## config.mk

```make
export PLATFORM = sky130hd
export DESIGN_NAME = ram_arbiter
export DESIGN_NICKNAME = d
export VERILOG_FILES = /design/src/rtl/ram_arbiter_pkg.sv /design/src/rtl/rr_grant2.sv /design/src/rtl/ram_arbiter.sv
export SDC_FILE = /design/constraint.sdc
export NUM_CORES = 1
export LEC_CHECK = 0
export CORE_AREA = 3 3 98 100
export CTS_CLUSTER_DIAMETER = 80
export DETAILED_ROUTE_END_ITERATION = 16
export DIE_AREA = 0 0 101 103
export HOLD_SLACK_MARGIN = 0.08
export MAX_ROUTING_LAYER = met4
export PLACE_DENSITY = 0.77
export SLEW_MARGIN = 10
export SYNTH_ARGS = -nofsm -noshare
export SYNTH_HDL_FRONTEND = slang
export SYNTH_SLANG_ARGS = --single-unit
export TNS_END_PERCENT = 5
```

## constraint.sdc

```tcl
create_clock -name clk_i -period 2.12 [get_ports clk_i]
set_input_delay 0.424 -clock clk_i [delete_from_list [all_inputs] [get_ports clk_i]]
set_output_delay 0.424 -clock clk_i [all_outputs]
set_load 0.02 [all_outputs]
```

## src/rtl/ram_arbiter_pkg.sv

```systemverilog
// ============================================================================
// ram_arbiter_pkg : state encodings and owner constants shared by the arbiter
// Revision        : 1.0 - initial release
// ============================================================================
`default_nettype none

package ram_arbiter_pkg;

  typedef enum logic [1:0] {
    IDLE  = 2'd0,
    ISSUE = 2'd1,
    RESP  = 2'd2
  } arb_state_t;

  localparam logic OWN_M0 = 1'b0;
  localparam logic OWN_M1 = 1'b1;

endpackage

`default_nettype wire

```

## src/rtl/rr_grant2.sv

```systemverilog
// ============================================================================
// rr_grant2 : two-way round-robin winner select with bounded lock retention
// Revision  : 1.0 - initial release
// ============================================================================
`default_nettype none

module rr_grant2
  import ram_arbiter_pkg::*;
#(
  parameter int MAX_BURST = 4,
  parameter int CNT_W     = $clog2(MAX_BURST + 1)
) (
  input  logic       clk_i,
  input  logic       rst_i,
  input  logic       grant_i,
  input  logic [1:0] req_i,
  input  logic [1:0] lock_i,
  input  logic       last_owner_i,
  output logic       winner_o
);

  localparam logic [CNT_W-1:0] c_max_cnt = CNT_W'(MAX_BURST);

  logic [CNT_W-1:0] r_burst_cnt;
  logic [CNT_W-1:0] w_next_cnt;
  logic             w_winner;
  logic             w_keep;

  // The previous owner keeps the bus only while its lock budget lasts.
  assign w_keep = lock_i[last_owner_i] && (r_burst_cnt < c_max_cnt);

  always_comb begin
    w_winner = last_owner_i;
    if (req_i == 2'b01) begin
      w_winner = OWN_M0;
    end else if (req_i == 2'b10) begin
      w_winner = OWN_M1;
    end else if (req_i == 2'b11) begin
      w_winner = w_keep ? last_owner_i : ~last_owner_i;
    end

    w_next_cnt = r_burst_cnt;
    if (w_winner != last_owner_i) begin
      w_next_cnt = CNT_W'(1);
    end else if (r_burst_cnt < c_max_cnt) begin
      w_next_cnt = r_burst_cnt + CNT_W'(1);
    end
  end

  always_ff @(posedge clk_i) begin
    if (rst_i) begin
      r_burst_cnt <= '0;
    end else if (grant_i) begin
      r_burst_cnt <= w_next_cnt;
    end
  end

  assign winner_o = w_winner;

endmodule

`default_nettype wire

```

## src/rtl/ram_arbiter.sv

```systemverilog
// ============================================================================
// ram_arbiter : shares the single-port main bram between CPU (m0) and DMA (m1)
// Revision    : 1.0 - initial release
// ============================================================================
`default_nettype none

module ram_arbiter
  import ram_arbiter_pkg::*;
#(
  parameter int ADDR_W    = 13,
  parameter int MAX_BURST = 4
) (
  input  logic              clk_i,
  input  logic              rst_i,
  input  logic              m0_req_i,
  input  logic [ADDR_W-1:0] m0_addr_i,
  input  logic [3:0]        m0_we_i,
  input  logic [31:0]       m0_data_i,
  input  logic              m0_lock_i,
  output logic              m0_ack_o,
  output logic [31:0]       m0_data_o,
  input  logic              m1_req_i,
  input  logic [ADDR_W-1:0] m1_addr_i,
  input  logic [3:0]        m1_we_i,
  input  logic [31:0]       m1_data_i,
  input  logic              m1_lock_i,
  output logic              m1_ack_o,
  output logic [31:0]       m1_data_o,
  output logic [ADDR_W-1:0] mem_addr_o,
  output logic              mem_cs_n_o,
  output logic [3:0]        mem_we_n_o,
  output logic [31:0]       mem_data_o,
  input  logic [31:0]       mem_data_i,
  output logic              owner_o,
  output logic              busy_o
);

  arb_state_t r_state;
  logic       r_owner;
  logic       w_grant;
  logic       w_winner;

  assign w_grant = (r_state == IDLE) && (m0_req_i || m1_req_i);

  rr_grant2 #(
    .MAX_BURST (MAX_BURST)
  ) u_grant (
    .clk_i        (clk_i),
    .rst_i        (rst_i),
    .grant_i      (w_grant),
    .req_i        ({m1_req_i, m0_req_i}),
    .lock_i       ({m1_lock_i, m0_lock_i}),
    .last_owner_i (r_owner),
    .winner_o     (w_winner)
  );

  always_ff @(posedge clk_i) begin
    if (rst_i) begin
      r_state <= IDLE;
      r_owner <= OWN_M1;
    end else begin
      unique case (r_state)
        IDLE: begin
          if (w_grant) begin
            r_owner <= w_winner;
            r_state <= ISSUE;
          end
        end
        ISSUE:   r_state <= RESP;
        RESP:    r_state <= IDLE;
        default: r_state <= IDLE;
      endcase
    end
  end

  // Bram side is driven straight from the held master inputs during ISSUE;
  // read data is forwarded during RESP, matching the 1-cycle bram latency.
  always_comb begin
    mem_cs_n_o = 1'b1;
    mem_we_n_o = 4'hF;
    mem_addr_o = '0;
    mem_data_o = '0;
    m0_ack_o   = 1'b0;
    m1_ack_o   = 1'b0;
    m0_data_o  = '0;
    m1_data_o  = '0;
    if (r_state == ISSUE) begin
      mem_cs_n_o = 1'b0;
      mem_addr_o = (r_owner == OWN_M1) ? m1_addr_i : m0_addr_i;
      mem_we_n_o = (r_owner == OWN_M1) ? ~m1_we_i : ~m0_we_i;
      mem_data_o = (r_owner == OWN_M1) ? m1_data_i : m0_data_i;
    end else if (r_state == RESP) begin
      if (r_owner == OWN_M1) begin
        m1_ack_o  = 1'b1;
        m1_data_o = mem_data_i;
      end else begin
        m0_ack_o  = 1'b1;
        m0_data_o = mem_data_i;
      end
    end
  end

  assign owner_o = r_owner;
  assign busy_o  = (r_state != IDLE);

endmodule

`default_nettype wire

```

# Word-level counts from Yosys, hierarchy flattened
# Cells that the tools add are included.
# totals
regBits	6
in_bits	136
elab_cells	53
# classes
n_addsub	1
magnitude_cmp	2
eq_ne	7
mux	29
n_bitwise	3
n_reduce_logical	8
# ops
cell	n
two-way mux 32 bit	8
two-way mux 13 bit	2
two-way mux 1 bit	13
two-way mux 4 bit	2
inverter 4 bit	2
equality test 2 bit, second input constant	3
two-way mux 3 bit	2
equality test 2 x 1 -> 1 bit, second input constant	2
case mux 2 bit (2 select lines)	1
AND reduction 2 bit	2
nonzero test 2 bit	2
adder 3 x 1 -> 3 bit, second input constant	1
less-than comparator 3 bit, second input constant	1
logical AND 1 bit	2
logical NOT 2 bit	1
less-than comparator 1 x 2 -> 1 bit, second input constant	1
two-way mux 2 bit	1
!= test 2 x 1 -> 1 bit, second input constant	1
logical OR 1 bit	1
!= test 1 bit	1
inverter 1 bit	1

# Depth between registers and ports, before layout
# Gate-level depths: netlist (run 1).
# depth
ltp_word	10
ltp_mapped	6
ltp_nobuf	5

# Hierarchy
# A second synthesis (run 1) with hierarchy kept.
# hier_totals
hier_cells	216
area_unflattened_um2	1572.8
# by_module_without_submodules
mod	n_inst	cells_each	area_per_inst_um2
ram_arbiter	1	194	1351.3
rr_grant2	1	22	221.5

# Worst setup path before layout (run 1)
# OpenSTA, ideal clock, no wires.
# synth_timing
path_type	reg-to-output
start	register r_owner, in the netlist owner_o
end	output m1_data_o[22]
t_arrival_ns	1.290
required_ns	1.696
path_slack_ns	0.406
stages_incl_launch_ff	5
path_cell_list	dfxtp_1 buf_6 and3b_1 buf_2 and2_1
# synth_via
elab_chain_len	3
# synth_lines
item	line	text
from (decl)	ram_arbiter.sv:39	logic r_owner;
from (signal assigned)	ram_arbiter.sv:65	r_owner <= w_winner;
two-way mux 32 bit	ram_arbiter.sv:93	if (r_owner == OWN_M1) begin
two-way mux 32 bit	ram_arbiter.sv:92	end else if (r_state == RESP) begin
two-way mux 32 bit	ram_arbiter.sv:87	if (r_state == ISSUE) begin
to (decl)	ram_arbiter.sv:28	output logic [31:0] m1_data_o,
# Every way passes these cells.

# Worst setup path in the final report (run 1)
# layout_timing
start	register r_owner, in the netlist owner_o
end	output mem_data_o[4]
# layout_via
elab_chain_len	2
# layout_lines
item	line	text
two-way mux 32 bit	ram_arbiter.sv:91	mem_data_o = (r_owner == OWN_M1) ? m1_data_i : m0_data_i;
two-way mux 32 bit	ram_arbiter.sv:87	
to (decl)	ram_arbiter.sv:32	output logic [31:0] mem_data_o,
# Every way passes these cells.

==> results of run 1 <==
-- metal layers --
layer	vias to the layer above	track usage	routed length (um)	share of wire
met5	-	-	0	0
met1	1073	0.162	3080	0.36
li1	1220	-	-	-
met3	4	0.0277	862	0.10
met4	0	0.0204	46	0.0054
met2	160	0.309	4600	0.54
-- worst max-delay path, delay by kind of cell (launching register included) --
kind / cells / cell delay [ps]
and+or+nand+nor: 1 / 60
DFF: 1 / 420
muxes: 1 / 200
buffers and inverters: 3 / 680
-- placed cells by master, fill, tap and decap left out --
master,n
nand2_1,3
inv_1,1
buf_6,1
o22ai_1,1
a21oi_1,5
clkdlybuf4s50_1,137
ha_1,1
inv_2,1
and3b_1,1
nand2b_2,1
and2_1,64
nor3b_1,1
dfxtp_4,1
nor2_1,49
buf_4,4
clkbuf_8,3
nor2_2,1
nand2b_1,1
a31o_1,1
nand3b_1,1
dlymetal6s2s_1,3
nor2b_1,1
mux2i_1,50
or2_1,4
clkdlybuf4s15_1,2
nor4_2,1
nand3_1,1
a211oi_2,2
nor3b_4,1
buf_12,4
o21ai_0,1
clkbuf_1,1
dlygate4sd2_1,111
nor3_1,3
a22oi_1,1
dfxtp_1,5
-- synth_stat cells, types with 2 or more instances --
master,instances,area [um^2]
buf_6,3,33.8
nor2_1,49,184
and2_1,64,400
a211oi_2,2,25.0
clkbuf_1,8,30.0
nand2_1,3,11.3
or2_1,4,25.0
nand2b_1,2,12.5
nor3_1,3,15.0
dfxtp_1,6,120
a21oi_1,5,25.0
buf_4,4,30.0
mux2i_1,50,500
buf_2,4,20.0
-- where the power goes --
group	switching [mW]	total, mW	internal [mW]
clock	0.0514	0.181	0.130
sequential	0.0139	0.136	0.123
combinational	0.358	0.805	0.448
-- how the worst max path moves through the flow --
stage                           from            end  slack [ps]  cells after the start
after global placement    m1_we_i[1]  mem_we_n_o[1]         -60                      4
after detailed placement  m1_we_i[1]  mem_we_n_o[1]         -50                      4
after CTS                    owner_o       m1_ack_o          20                      3
after floorplan              owner_o  m1_data_o[22]         410                      4
final                        owner_o  mem_data_o[4]         100                      5
after global routing         owner_o  mem_data_o[4]           8                      5
-- final cells by class --
class | count | area [um^2] | share of cell area
Clock buffer | 4 | 45.0 | 0.0109
Inverter | 2 | 7.51 | 0.00181
Multi-Input combinational cell | 195 | 1310 | 0.317
Sequential cell | 6 | 124 | 0.0299
Tap cell | 108 | 135 | 0.0326
Timing Repair Buffer | 262 | 2520 | 0.608
-- through the flow --
step	cell area (um^2)	worst slack (ps)	setup TNS [ps]	util	hold WS (ps)
global placement	4230	-61.6	-208	0.483	468
floorplan	1560	406	0	-	449
CTS	4140	16.4	0	0.472	494
global route	4150	8.37	0	0.473	515
detailed placement	4230	-45.6	-295	0.483	486
finish	4150	103	0	0.473	492
-- kinds of logic (layout without fill, tap and decap cells) --
family,count (synthesis),in the layout
buffers and inverters,22,268
flip-flops,6,6
adder cells (fa/ha/maj),1,1
AND/OR/NAND/NOR,133,133
multiplexers,50,50
AO/OA/AOI/OAI,11,11
-- registers in the layout, indices dropped and copies added, names as in the netlist --
| register | count |
|---|---|
| owner_o | 1 |
| r_state | 2 |
| u_grant.r_burst_cnt | 3 |
-- what timing repair did --
item,CTS,global route
resized for setup,114,5
pin swaps,0,0
endpoints found under the setup margin,113,5
==> results by group, run 1 <==
Yosys
  – Proportion of synthesized area in mux cells: 0.321
  – Synthesized Nets: 360
  – Post-synthesis compound-gate area fraction: 0.0498
  – Post-Syn Area: 1560 um^2
  – Async set or reset register ratio after synthesis: 0
  – Post-synthesis instance total: 223
  – Largest family of logic cells by synthesized area: simple AND/OR/NAND/NOR gates
  – Syn avg cell area: 6.99 um^2
  – Post-synthesis cell type count: 30
  – Sequential share of the synthesized area: 0.0771
  – Main synth FF type: dfxtp_1
  – YS warnings: 0
  – Area share of fa/ha/maj cells after synthesis: 0.00803
  – #FFs+latches synth: 6
  – Number of enable flip-flop cells after synthesis: 0
  – Simple-gate share of the synthesized area: 0.463
  – XOR/XNOR Fraction of Synth Area: 0

Floorplan
  – Die Span Y: 103 um
  – Rows: 34
  – Die width: 101 um
  – Die Area: 10400 um^2
  – Core ar.: 8760 um^2
  – Starting density of the core: 0.178
  – I/O Pins: 254

Setup path
  – Critical path data required time: 1700 ps
  – Crit path capture type: output pin
  – Worst Path Arrival: 1590 ps
  – Reg-to-Reg Start: owner_o
  – Reg2reg path depth: 5
  – Setup CP Type: reg -> out
  – Max stage delay cell, worst path: dfxtp_4
  – Crit-path cells: buf_12 > buf_4 > mux2i_1 > nor2_1 > dlygate4sd2_1
  – Crit start category: register
  – Worst r2r dst: u_grant.r_burst_cnt[1]
  – Max incr delay on CP: 420 ps
  – FF-to-FF setup slack: 740 ps
  – CP max FO: 15

Place
  – Port Buffer Count: 253
  – Placed insts: 573
  – Routability Congestion: 0.880
  – Dpl hpwl: 7.62 mm

Clock tree
  – TritonCTS clock tree: yes
  – Cts bufs inserted: 3
  – Sinks on the clock net: 6
  – Clock transition at path regs: 40 ps
  – Skew-Pair Late Insertion Delay: 220 ps
  – Cts hold-fix bufs: 0
  – Clock H-tree levels: 1
  – Postcts setup bufs: 0
  – Clock buffer depth: 2
  – CTS root buffer: clkbuf_8

Layout
  – Ratio of cells with drive above 1 in the final layout: 0.0426
  – Antenna diodes: 0
  – Fin nets: 607
  – Non-filler cells, final: 577
  – Layout fillers: 898
  – Area delta synth->final: 166%

GRT
  – Vias in the first global route: 2539
  – Total congestion overflow: 0
  – Initial antenna violation count: 0
  – Largest net degree at the start of global routing: 52
  – Global-route wire length before repair: 12.6 mm
  – Total GRT Usage: 0.155

STA
  – Max-slew violation count: 0
  – Final worst path period share: 0.952
  – Worst-Margin Slew: 355 ps
  – F_max: 496 MHz
  – Final hold violation count: 0
  – Unrepaired setup endpoints after global routing: no
  – Tmin final: 2020 ps
  – Final Skew: 1.80 ps
  – Max-slew headroom: 0.761
  – Final setup violation count: 0

Run
  – Maxcap violations: 0

Power
  – Leakage Power: 2.38 nW
  – Pwr/cell area: 271 nW/um^2
  – Overall Power: 1.12 mW
  – Worst vdd ir: 0.129 mV

Drt
  – Initial DRC count: 38
  – First-pass DRT Iterations: 4
  – Remaining DRCs: 0
  – WL/cell: 14.9 um
  – WL final: 8.59 mm
  – Via Count: 2457
  – Antenna-violating nets left: 0
  – Via density: 4.26

Min path
  – WHS Path Cells: 1
  – Hold_sp: u_grant.r_burst_cnt[0]
  – Worst hold path endpoint: u_grant.r_burst_cnt[0]
  – Worst Hold Class: reg -> reg

Status
  – Status: complete, no violations
Note: power is estimated with default switching activity, not from simulation.
==> inputs of run 2 (changes only) <==
CORE_AREA = 4 4 96 98   (was 3 3 98 100)
DIE_AREA = 0 0 100 102   (was 0 0 101 103)
PLACE_DENSITY = 0.8   (was 0.77)
==> run 2 against run 1 <==
  * Clock skew about the same
  * Non-clock buffer count up 3
  * Clock power about the same
  * First-iteration DRC count down 21%
  * Combinational power up 2%
==> results by group, run 2 (synthesis results as in run 1) <==
Status
  – Status: complete, no violations

Power
  – Pwr/cell area: 272 nW/um^2 (+0.52%)
  – Clk pwr share: 0.160 (about the same)
  – Worst vdd ir: 0.161 mV (+25%)
  – Psw: 0.426 mW (+0.72%)
  – Sw Ratio: 0.374 (-0.00240)
  – Combinational power share: 0.722 (+0.005)
  – Leakage Power: 2.39 nW (about the same)
  – Flop pwr share: 0.118 (-0.004)
  – Internal Pwr Total: 0.712 mW (+1.8%)

Clock tree
  – Clock buffer depth: 2 (unchanged)
  – CTS root buffer: clkbuf_8
  – Cts bufs inserted: 3 (unchanged)
  – Cts hold-fix bufs: 0 (unchanged)
  – Clock transition at path regs: 40 ps (about the same)
  – Skew-Pair Late Insertion Delay: 220 ps (about the same)
  – Clock H-tree levels: 1 (unchanged)
  – Postcts setup bufs: 0 (unchanged)
  – TritonCTS clock tree: yes
  – Sinks on the clock net: 6 (unchanged)

Min path
  – WHS Path Cells: 1 (unchanged)
  – Worst Hold Class: reg -> reg

STA
  – Unrepaired setup endpoints after global routing: no
  – Final setup violation count: 0 (unchanged)
  – Worst-Margin Slew: 311 ps (-43.6 ps)
  – Max-slew violation count: 0 (unchanged)
  – Tmin final: 2040 ps (+26.9 ps)
  – Final Skew: 1.49 ps (-0.310 ps)
  – Max-slew headroom: 0.791 (+0.0293)
  – TNS Setup: 0 ps (unchanged)
  – Final worst path period share: 0.964 (+0.0127)
  – F_max: 489 MHz (-1.3%)
  – Final hold violation count: 0 (unchanged)
  – Setup ws final: 75.7 ps (-26.9 ps)

Layout
  – Utilization after layout: 0.494 (+0.0208)
  – Fin nets: 610 (+0.49%)
  – Non-filler cells, final: 580 (+0.52%)
  – Largest register by flop count: u_grant.r_burst_cnt
  – Ratio of cells with drive above 1 in the final layout: 0.0551 (+0.0124)
  – Area delta synth->final: 169%
  – Final Instance Area: 4180 um^2 (+0.84%)
  – Max FFs per register: 3 (unchanged)
  – Layout fillers: 834 (-7.1%)
  – Antenna diodes: 0 (unchanged)
  – Most frequent cells in the layout: clkdlybuf4s50_1 (138), dlygate4sd2_1 (110), and2_1 (64)
  – Most common cell after layout, fill and taps aside: clkdlybuf4s50_1

Floorplan
  – I/O Pins: 254 (unchanged)
  – Die width: 100 um (-0.99%)
  – Rows: 34 (unchanged)
  – Starting density of the core: 0.184 (+0.00625)
  – Die Span Y: 102 um (-0.97%)
  – Core ar.: 8470 um^2 (-3.4%)
  – Die Area: 10200 um^2 (-2.0%)

Drt
  – Via density: 4.23 (-0.76%)
  – First-pass DRT Iterations: 4 (unchanged)
  – Antenna-violating nets left: 0 (unchanged)
  – Via Count: 2451 (-0.24%)
  – WL/cell: 15.0 um (+1.1%)
  – Initial DRC count: 30 (-21%)
  – WL final: 8.73 mm (+1.6%)
  – Remaining DRCs: 0 (unchanged)

GRT
  – Vias in the first global route: 2475 (-2.5%)
  – Largest net degree at the start of global routing: 50 (-3.8%)
  – Global-route wire length before repair: 12.5 mm (-1.1%)
  – Initial antenna violation count: 0 (unchanged)
  – Total GRT Usage: 0.156 (+0.000854)
  – Total congestion overflow: 0 (unchanged)

Setup path
  – CP max FO: 33 (+18)
  – Worst Path Arrival: 1620 ps (+30 ps)
  – Critical path data required time: 1700 ps (about the same)
  – Setup CP Type: reg -> out
  – Reg2reg path depth: 5 (unchanged)
  – Crit path capture type: output pin
  – Crit start category: register

Run
  – Maxcap violations: 0 (unchanged)

Place
  – Placed insts: 576 (+0.52%)
  – Dpl hpwl: 7.87 mm (+3.2%)
  – DP Area: 4270 um^2 (+0.95%)
  – Port Buffer Count: 253 (unchanged)
  – Routability Congestion: 0.784 (-11%)
  – Placement Setup Slack: -32.3 ps (+13.3 ps)
==> run 2: cell count changes in the layout (fill, tap and decap cells not counted), sizes merged <==
| cell | change |
|---|---|
| buf | +6 |
| clkdlybuf4s15 | -2 |
| clkdlybuf4s50 | +1 |
| dlygate4sd2 | -1 |
| dlymetal6s2s | -1 |
==> run 2: worst max-delay path, cell delays in order, from the launching register on <==
cell,delay (ps)
dfxtp_1,360
nor3b_4,230
buf_12,180
clkdlybuf4s50_1,610
==> run 2: final cells by class <==
cell class	count	area [um^2]	area share
clock buffers	4	45.0	0.0108
multi-input cells	195	1310	0.314
repair buffers	265	2560	0.611
well taps	108	135	0.0323
flip-flops and latches	6	124	0.0296
inverters	2	7.51	0.00179
==> run 2: timing repair <==
item                                    in CTS  in global routing
gates cloned                                 0                  0
endpoints found under the hold margin        0                  0
pin swaps                                    0                  0
endpoints found under the setup margin     110                  2
gates resized for setup                    110                  2
==> run 2: worst paths after layout <==
check                              start                      to  slack, ps
hold / removal    u_grant.r_burst_cnt[0]  u_grant.r_burst_cnt[0]        510
hold reg to reg   u_grant.r_burst_cnt[0]  u_grant.r_burst_cnt[0]        510
setup / recovery              r_state[1]                m0_ack_o         80
setup reg to reg                 owner_o  u_grant.r_burst_cnt[1]        710
==> run 2: power groups by stage <==
stage / Clock, mW / Combinational (mW) / Sequential, mW
final: 0.182 / 0.821 / 0.135
after detailed placement: 0 / 0.895 / 0.136
after CTS: 0.184 / 0.834 / 0.134
after global routing: 0.194 / 0.879 / 0.136
after floorplan: 0 / 0.377 / 0.133
after global placement: 0 / 0.881 / 0.136
==> run 2: through the flow <==
step	total power [mW]	hold slack, ps
6_report	1.14	514
5_1_grt	1.21	513
4_1_cts	1.15	500
3_5_place_dp	1.03	492
3_3_place_gp	1.02	471
2_1_floorplan	0.511	449
==> run 2: routing by layer <==
metal / wire length [um] / track usage
met3: 901 / 0.0273
met2: 4730 / 0.319
met1: 3010 / 0.155
met5: 0 / -
met4: 85 / 0.0259
==> inputs of run 3 (changes only) <==
ABC_AREA = 1   (was not set)
CORE_AREA = 4 4 97 99   (was 4 4 96 98)
DIE_AREA = 0 0 101 103   (was 0 0 100 102)
PLACE_DENSITY = 0.78   (was 0.8)
==> run 3 against run 2 <==
  * Via count increased by 16%
  * Critical path type unchanged
  * Critical endpoint is now mem_we_n_o[3]
  * Sequential share of layout area about the same
  * Worst setup slack improved by 71 ps
  * First-iteration DRC count increased by 120%
  * Critical path depth increased by 1
  * Fmax increased by 3.6%
  * Largest power group unchanged
  * Highest routed layer unchanged
  * Register-to-register slack improved by 180 ps
==> results by group, run 3 <==
Status
  – Status: complete, no violations

STA
  – Max-slew violation count: 0 (unchanged)
  – Setup ws final: 146 ps (+70.6 ps)
  – Tmin final: 1970 ps (-70.6 ps)
  – F_max: 507 MHz (+3.6%)
  – TNS Setup: 0 ps (unchanged)
  – Unrepaired setup endpoints after global routing: no
  – Worst-Margin Slew: 313 ps (+1.75 ps)
  – Final worst path period share: 0.931 (-0.0333)
  – Final setup violation count: 0 (unchanged)
  – Final hold violation count: 0 (unchanged)
  – Final Skew: 1.95 ps (+0.456 ps)
  – Max-slew headroom: 0.791 (about the same)

Clock tree
  – Sinks on the clock net: 6 (unchanged)
  – Clock buffer depth: 2 (unchanged)
  – Cts hold-fix bufs: 0 (unchanged)
  – Clock H-tree levels: 1 (unchanged)
  – Skew-Pair Late Insertion Delay: 220 ps (about the same)
  – TritonCTS clock tree: yes
  – CTS root buffer: clkbuf_8
  – Postcts setup bufs: 0 (unchanged)
  – Clock transition at path regs: 30 ps (about the same)
  – Cts bufs inserted: 3 (unchanged)

Yosys
  – Synth area leader: nand2_1
  – Post-synthesis cell type count: 24 (-20%)
  – Post-synth top area share: 0.248 (-0.0732)
  – #FFs+latches synth: 6 (unchanged)
  – Sequential share of the synthesized area: 0.0802 (+0.00309)
  – Top-count cell post-synth: nand2_1
  – Syn avg cell area: 4.67 um^2 (-33%)
  – YS warnings: 0 (unchanged)
  – Async set or reset register ratio after synthesis: 0 (unchanged)
  – Post-synthesis instance total: 321 (+44%)
  – Top cells by area, synth: nand2_1 (25%), nor2_1 (20%), a21oi_1 (15%)
  – Synth top cells by count: nand2_1 (99), nor2_1 (79), a21oi_1 (45)
  – Synthesized Nets: 458 (+27%)
  – Number of enable flip-flop cells after synthesis: 0 (unchanged)
  – Post-Syn Area: 1500 um^2 (-3.9%)
  – Main synth FF type: dfxtp_1

Place
  – Placement Setup Slack: -83.9 ps (-51.6 ps)
  – Port Buffer Count: 253 (unchanged)
  – Routability Congestion: 0.841 (+7.4%)
  – Dpl hpwl: 8.16 mm (+3.8%)

Drt
  – Met2 wire length: 4.99 mm (+5.4%)
  – Via Count: 2848 (+16%)
  – Initial DRC count: 66 (+120%)
  – First-pass DRT Iterations: 4 (unchanged)
  – Max Used Layer: met4
  – Metal1 wirelength: 3.38 mm (+12%)
  – WL final: 9.61 mm (+10%)
  – Antenna-violating nets left: 0 (unchanged)
  – WL/cell: 14.2 um (-5.6%)
  – Remaining DRCs: 0 (unchanged)
  – Met3 WL: 1.05 mm (+17%)
  – Via density: 4.21 (-0.30%)

Floorplan
  – Starting density of the core: 0.175 (-0.00885)
  – I/O Pins: 254 (unchanged)
  – Core ar.: 8550 um^2 (+1.0%)
  – Die Span Y: 103 um (+0.98%)
  – Die width: 101 um (+1.0%)
  – Rows: 34 (unchanged)
  – Die Area: 10400 um^2 (+2.0%)

Setup path
  – CP max FO: 31 (-6.1%)
  – Crit path capture type: output pin
  – Reg2reg path depth: 10 (+5)
  – FF-to-FF setup slack: 890 ps (+180 ps)
  – Critical path data required time: 1700 ps (about the same)
  – Crit start category: register
  – Worst r2r dst: u_grant.r_burst_cnt[1]
  – Reg-to-Reg Start: owner_o
  – Worst Path Arrival: 1550 ps (-70 ps)
  – Setup CP Type: reg -> out

Min path
  – Worst Hold Class: reg -> reg
  – Worst hold path endpoint: u_grant.r_burst_cnt[1]
  – Hold_sp: u_grant.r_burst_cnt[1]
  – WHS Path Cells: 4 (+3)

Power
  – Leakage Power: 2.33 nW (-2.4%)
  – Overall Power: 1.21 mW (+6.1%)
  – Worst vdd ir: 0.217 mV (+35%)
  – Pwr/cell area: 295 nW/um^2 (+8.2%)

Layout
  – Fin nets: 705 (+16%)
  – Max FFs per register: 3 (unchanged)
  – Area of the multi-input gates: 1090 um^2 (-17%)
  – Register area: 121 um^2 (-2.0%)
  – Most frequent cells in the layout: clkdlybuf4s50_1 (138), dlygate4sd2_1 (107), nand2_1 (99)
  – Utilization after layout: 0.480 (-0.0144)
  – Most common cell after layout, fill and taps aside: clkdlybuf4s50_1
  – Layout fillers: 909 (+9.0%)
  – Area delta synth->final: 174%
  – Largest register by flop count: u_grant.r_burst_cnt
  – Ratio of cells with drive above 1 in the final layout: 0.0707 (+0.0156)

GRT
  – Total congestion overflow: 0 (unchanged)
  – Global-route wire length before repair: 13.6 mm (+9.5%)
  – Initial antenna violation count: 2 (+2)
  – Largest net degree at the start of global routing: 35 (-30%)
  – Total GRT Usage: 0.171 (+0.0144)
  – Vias in the first global route: 2780 (+12%)

Run
  – Maxcap violations: 0 (unchanged)
-- run 3: worst max path at each step --
stage / start / endpoint / slack, ps / cells after the start
after detailed placement: m1_data_i[3] / mem_data_o[3] / -80 / 4
after CTS: r_state[0] / mem_we_n_o[3] / 40 / 7
final: owner_o / mem_we_n_o[3] / 150 / 4
after floorplan: owner_o / m1_data_o[10] / 280 / 6
after global routing: r_state[1] / m0_data_o[28] / 2 / 7
after global placement: m1_data_i[3] / mem_data_o[3] / -140 / 4
-- run 3: power breakdown --
group          switching [mW]  internal, mW  leakage [nW]
Clock                  0.0450         0.122        0.0216
Combinational           0.458         0.447          2.26
Sequential             0.0106         0.125        0.0491
Total                   0.514         0.694          2.33
-- run 3: logic make-up after synthesis --
group                      after synthesis  synth area share
buffers and inverters                   68             0.191
DFF                                      6            0.0802
adders and majority gates                1           0.00835
xor gates and xnor gates                 1           0.00585
AOI/OAI and AO/OA                       54             0.196
and+or+nand+nor                        191             0.518
-- run 3: through the flow --
stage,hold WS [ps],std cells,cell area (um^2)
2_1_floorplan,486,321,1500
3_3_place_gp,525,671,4180
3_5_place_dp,528,671,4180
4_1_cts,533,674,4090
5_1_grt,601,676,4100
6_report,529,676,4100
-- run 3: layout make-up --
| class | count | area share |
|---|---|---|
| diodes | 2 | 0.00122 |
| repair buffers | 264 | 0.617 |
| flip-flops and latches | 6 | 0.0296 |
| multi-input cells | 247 | 0.266 |
| inverters | 46 | 0.0433 |
| well taps | 108 | 0.0329 |
| clock buffers | 3 | 0.0101 |
-- run 3: routing by layer --
metal,global-route usage,vias up
met4,0.0399,0
met5,-,-
met3,0.0433,16
met2,0.323,152
met1,0.177,1227
li1,-,1453
-- run 3: what timing repair did --
action	4_1_cts	5_1_grt
resized for setup	114	7
gates cloned	0	0
setup endpoints to repair	111	8
-- run 3: critical path: stages (launching register included) --
cell           delay (ps)
dfxtp_2               390
inv_2                 110
buf_12                180
o21ai_0               270
dlygate4sd2_1         380
